File: src/rtl/aer_frame_decoder.sv
// aer_frame_decoder: four-phase five-rail AER frame decoder with multicast, error recovery and event count
module aer_frame_decoder #(
  parameter int ADDR_W = 2,
  parameter int NUM_CH = 4,
  parameter int SYNC_STAGES = 2,
  parameter int PULSE_W = 1
) (
  input  logic              clk,
  input  logic              reset,
  input  logic              Fs,
  input  logic              X0,
  input  logic              Zero,
  input  logic              One,
  input  logic              Fe,
  output logic              Fs_ack,
  output logic              X0_ack,
  output logic              Zero_ack,
  output logic              One_ack,
  output logic              Fe_ack,
  output logic [NUM_CH-1:0] ch_up,
  output logic [NUM_CH-1:0] ch_down,
  output logic              frame_err,
  output logic              busy,
  output logic [15:0]       event_cnt
);
  localparam int CW = $clog2(ADDR_W + 1);
  typedef enum logic [2:0] {WAIT_LOW, IDLE, ADDR, POL, END} state_t;
  state_t state;
  logic [4:0] sync [SYNC_STAGES];
  logic [4:0] r, ack;
  logic present, multi, pol;
  logic [ADDR_W-1:0] val, wild;
  logic [CW-1:0] cnt;
  logic [7:0] pcnt;
  logic [NUM_CH-1:0] match;
  assign r = sync[SYNC_STAGES-1];
  assign {Fe_ack, One_ack, Zero_ack, X0_ack, Fs_ack} = ack;
  assign present = (r != 5'd0) && (ack == 5'd0) && (state != WAIT_LOW);
  assign multi = (r & (r - 5'd1)) != 5'd0;
  for (genvar i = 0; i < NUM_CH; i++) begin : g_match
    assign match[i] = ~|((val ^ ADDR_W'(i)) & ~wild);
  end
  always_ff @(posedge clk) begin
    sync[0] <= {Fe, One, Zero, X0, Fs};
    for (int k = 1; k < SYNC_STAGES; k++) sync[k] <= sync[k-1];
  end
  always_ff @(posedge clk) begin
    if (reset) begin
      state <= WAIT_LOW;
      ack <= '0;
      ch_up <= '0;
      ch_down <= '0;
      frame_err <= 1'b0;
      busy <= 1'b0;
      event_cnt <= '0;
      val <= '0;
      wild <= '0;
      cnt <= '0;
      pol <= 1'b0;
      pcnt <= '0;
    end else begin
      frame_err <= 1'b0;
      if (pcnt != 8'd0) pcnt <= pcnt - 8'd1;
      else begin
        ch_up <= '0;
        ch_down <= '0;
      end
      if (ack != 5'd0 && r == 5'd0) ack <= '0;
      if (state == WAIT_LOW) begin
        if (r == 5'd0) state <= IDLE;
      end else if (present) begin
        ack <= r;
        if (multi) begin
          frame_err <= 1'b1;
          state <= IDLE;
          busy <= 1'b0;
        end else if (r[0]) begin
          frame_err <= state != IDLE;
          state <= ADDR;
          busy <= 1'b1;
          cnt <= '0;
          val <= '0;
          wild <= '0;
        end else if (state == ADDR && !r[4]) begin
          val <= ADDR_W'({val, r[3]});
          wild <= ADDR_W'({wild, r[1]});
          cnt <= cnt + 1'b1;
          if (cnt == CW'(ADDR_W - 1)) state <= POL;
        end else if (state == POL && (r[2] || r[3])) begin
          pol <= r[3];
          state <= END;
        end else if (state == END && r[4]) begin
          ch_up <= pol ? match : '0;
          ch_down <= pol ? '0 : match;
          pcnt <= 8'(PULSE_W - 1);
          event_cnt <= event_cnt + 16'd1;
          state <= IDLE;
          busy <= 1'b0;
        end else begin
          frame_err <= 1'b1;
          state <= IDLE;
          busy <= 1'b0;
        end
      end
    end
  end
endmodule
File: config.mk
export PLATFORM = sky130hd
export DESIGN_NAME = aer_frame_decoder
export DESIGN_NICKNAME = d
export VERILOG_FILES = /design/src/rtl/aer_frame_decoder.sv
export SDC_FILE = /design/constraint.sdc
export NUM_CORES = 1
export LEC_CHECK = 0
export CORE_MARGIN = 3
export CORE_UTILIZATION = 35
export CTS_CLUSTER_SIZE = 10
export DETAILED_ROUTE_END_ITERATION = 8
export SETUP_SLACK_MARGIN = 0.02
export SLEW_MARGIN = 30
export SYNTH_ARGS = -nofsm -noshare
export SYNTH_HDL_FRONTEND = slang
export SYNTH_SLANG_ARGS = --single-unit
File: constraint.sdc
create_clock -name clk -period 6.9 [get_ports clk]
set_input_delay 1.38 -clock clk [delete_from_list [all_inputs] [get_ports clk]]
set_output_delay 1.38 -clock clk [all_outputs]
set_load 0.02 [all_outputs]
Word level (Yosys, flattened, before mapping)
Memories as Yosys holds them, arrays and structs flattened.
Cells that the tools add are included.
W data, S select, Z words.

cells by class
  add/subtract/negate cells = 4
  eq/ne operators = 9
  mux-type cells = 52
  bitwise logic cells = 15
  reduce and logical (&&, ||, !) cells = 32

operators with widths
  kind                     count
  $mux W4                  18
  $mux W8                  8
  $mux W3                  8
  $add A16 B1 Y16 const B  1
  $mux W5                  3
  $reduce_bool A5 Y1       3
  $mux W2                  6
  $logic_not A5 Y1         2
  $mux W1                  9
  $and A2 B2 Y2            4
  $not A1 Y1               8
  $reduce_and A4 Y1        2
  $reduce_bool A8 Y1       1
  $reduce_or A2 Y1         4
  $sub A8 B1 Y8 const B    1
  $reduce_and A7 Y1        1
  $eq A3 B2 Y1 const B     2
  $logic_and A1 B1 Y1      6
  $ne A3 B3 Y1 const B     2
  $reduce_and A6 Y1        1
  $and A5 B5 Y5            1
  $logic_not A1 Y1         5
  $ne A5 B4 Y1 const B     1
  $sub A5 B1 Y5 const B    1
  other kinds (12)         14

storage, ports and cells
  register bits = 49
  RAM bits = 10
  bits of input ports = 7
  word-level logic and storage cells = 125
  memories = 1

memories
  name  words  bits a word  read ports  clocked after memory_dff  write ports  RTL line  source
  sync  2      5            2           0                         2            29        logic [4:0] sync [SYNC_STAGES];

Logic depth before layout (Yosys ltp)
  depth in word-level cells = 12
  gate-level depth with buffers = 8

Worst setup path after synthesis
No wires, ideal clock.

  kind = register -> register
  start point = reg ack[1]
  end point = reg ch_down[2]
  data arrival time = 2,388 ps
  path slack = 4,441 ps
  stages on the path, launching flop included = 8
  buffers on the path = 2
  cells stage by stage = dfxtp_1 or4_4 a211o_1 buf_6 or3_1 clkbuf_2 or4_1 a21oi_1

on the way
  longest elaborated chain between the ends = 5

RTL lines
  element                            RTL line  source
  start: declaration                 30        logic [4:0] r, ack;
  start signal: assignment           72        ack <= r;
  $logic_not A5 Y1                   38        assign present = (r != 5'd0) && (ack == 5'd0) && (state != WAIT_LOW);
  $logic_and A1 B1 Y1 (2 in series)  38
  $mux W4                            71        end else if (present) begin
  $mux W4                            69        if (state == WAIT_LOW) begin
  end signal: assignment             94        ch_down <= pol ? '0 : match;
  end: declaration                   21        output logic [NUM_CH-1:0] ch_down,

Every way passes these cells.
A chain may end at the register's enable or synchronous reset.

Worst setup path in the final report
  start point = reg ack[1]
  end point = reg ch_down[3]

Same word-level chain as after synthesis.

==> out/metrics.yaml <==
run_status:
  outcome: "finished, final reports clean"
synth:
  ys_seq_area_share_pct: 47.5
  synthesis.nets: 288
  synth.area.top_cells: "dfxtp_1, xnor2_1, nor2_1"
  synth-seq-cells: 59
  synth_top_area_share_pct: 47.5
  synthDistinctLibCells: 41
  synth-edff-count: 0
  yosys_warnings: 0
  async_flop_share_pct: 0
  syn_inst: 277
  synth.avg_cell_area_um2: 8.98
  synth_top_cell_by_area: "dfxtp_1"
  synthMostInstantiatedCell: "dfxtp_1"
  synthTopCellsByCount: "dfxtp_1, nor2_1, xnor2_1"
  synth_ff_type: "dfxtp_1"
  syn-cell-area_um2: 2490
power:
  combPwrFrac_pct: 19.8
  p_sw_uw: 272
  power_frac_clock_pct: 33.1
  p_sw_share_pct: 32.2
  p_per_area_nw_per_um2: 270
  p_seq_share_pct: 47.1
  ir_drop_uv: 119
  p_int_uw: 571
  power.leakage_nw: 1.02
layout:
  finalNetCount: 326
  fin_cells: 416
  syn_to_final_growth_pct: 25.4
  diodes: 0
  drive_gt1_share_pct: 7.81
  final_cell_area_um2: 3120
setup_path:
  slowest_delay_ns: 0.64
  cp_max_fo: 19
  startpoint_type: "flip-flop"
  crit_buf_inv: 0
  cp.arrival_ns: 3.12
  end_kind: "flip-flop"
  critPathSlowestCell: "or3_1"
  cp_top_family: "simple AND/OR/NAND/NOR gates"
  worstPathRequired_ns: 7.17
  worstPathCellList: "or4_4 -> a211o_1 -> or3_1 -> or4_1 -> a21oi_1"
  path_class: "flip-flop to flip-flop"
sta:
  slew_headroom_pct: 42.1
  fin_crit_ns: 2.84
  tightest_slew_ns: 0.861
  setup_viol: 0
  fin_setup_tns_ns: 0
  fin_skew_ns: 0.00870
  min_period_over_period_pct: 41.2
  rsz0062_at_grt: "no"
  fmaxAchievable_mhz: 352
  slew_viol_final: 0
  hold_viol_final: 0
global_route:
  grt_overflow: 0
  first_global_vias: 1952
  grt_start_max_net_pins: 40
  grt_pass1_wl_um: 8610
  antenna_found_initial: 0
  grt_usage_pct: 13.0
hold_path:
  hold_class: "flip-flop to flip-flop"
floorplanning:
  dieArea_um2: 8150
  rows: 30
  io_pins: 38
  die_y_um: 90.3
  fp.coreArea_um2: 6830
  start_util_pct: 36.4
  die_x_um: 90.3
cts:
  h-tree-depth: 3
  clock-sinks: 59
  post_cts_buffers: 0
  clk_pin_slew_ns: 0.07
  clockBufferDepth: 2
  worstSkewPairLatency_ns: 0.34
  cts-root-buf: "clkbuf_8"
  cts_inserted_buffers: 9
  cts_tree: "done"
  cts_hold_buf: 0
  ctsResizeCount: 0
place:
  placed_cells: 400
  portBuffers: 37
  place_hpwl_um: 3410
  placed_area_um2: 2930
  gp_congestion: 0.840
route:
  ant_nets: 0
  dr.first_iter.drc_count: 80
  firstDrtPassIters: 4
  remaining_drc_errors: 0
  routedWlPerCell_um: 12.0
  vias: 2028
  vias_per_cell: 4.88
  routed_wl_um: 4980
flow_run:
  maxCapViolCount: 0
per-stage QoR:
step | worst slack (ns) | hold WS (ns) | util [%] | total power [mW]
floorplan | 4.44 | 0.310 | - | 0.540
global placement | 4.04 | 0.311 | 42.9 | 0.570
detailed placement | 4.01 | 0.312 | 42.9 | 0.572
CTS | 4.06 | 0.330 | 45.6 | 0.855
global route | 3.68 | 0.339 | 45.6 | 0.898
finish | 4.06 | 0.329 | 45.6 | 0.843
power groups by stage:
stage               clock network (mW)  registers (mW)  logic, mW
finish                           0.279           0.397      0.167
global route                     0.302           0.402      0.194
CTS                              0.289           0.397      0.169
detailed placement                   0           0.405      0.167
global placement                     0           0.404      0.166
floorplan                            0           0.402      0.138
layout by cell type (no fill, tap or decap), drive strengths merged, types with 7 or more instances in the layout:
cell type	count
mux2i	7
xnor2	19
nand2	14
a21oi	16
clkbuf	9
nor2	42
inv	8
nor4	15
dfxtp	59
clkdlybuf4s50	37
nand3	14
nor3	11
worst reg2reg max path: cells and delay by family, from the launching register on:
family | cells | cell delay, ns
AO/OA/AOI/OAI | 2 | 0.67
flip-flops | 1 | 0.33
AND/OR/NAND/NOR | 3 | 1.77
metal layers:
layer / up-vias / wire length [µm] / GRT usage (%)
met3: 8 / 276 / 4.75
li1: 1053 / - / -
met4: 0 / 57 / 6.51
met2: 55 / 2300 / 21.6
met1: 912 / 2350 / 14.6
met5: - / 0 / 0
logic make-up (layout without fill, tap and decap cells):
| logic type | Yosys count | count (layout) | synth area share, % |
|---|---|---|---|
| adder cells (fa/ha/maj) | 5 | 5 | 2.42 |
| buffers and inverters | 19 | 62 | 3.22 |
| flip-flops | 59 | 59 | 47.5 |
| XOR/XNOR | 21 | 21 | 7.40 |
| multiplexers | 7 | 7 | 2.82 |
| AO/OA/AOI/OAI | 32 | 32 | 8.51 |
| AND/OR/NAND/NOR | 134 | 134 | 28.1 |
state kept, by name, indices dropped and copies added (netlist names):
name / flops
event_cnt: 16
ch_down: 4
wild: 2
val: 2
state: 3
cnt: 2
pcnt: 8
ack: 5
sync: 10
frame_err: 1
ch_up: 4
busy: 1
pol: 1
final timing paths:
path / start / endpoint / slack [ns] / cells after the start
worst max-delay path: ack[1] / ch_down[3] / 4.06 / 5
worst min-delay path: sync[0][1] / sync[0][6] / 0.33 / 0
worst max register to register: ack[1] / ch_down[3] / 4.06 / 5
worst min register to register: sync[0][1] / sync[0][6] / 0.33 / 0
cell type report:
class	count	area (µm²)
clock inverter	7	55.1
fill	707	3710
inverter	8	30.0
clock buffer	9	124
tap	96	120
timing repair buffer	38	378
multi-input combinational	199	1230
sequential	59	1180
(Power assumes the default switching activity.)
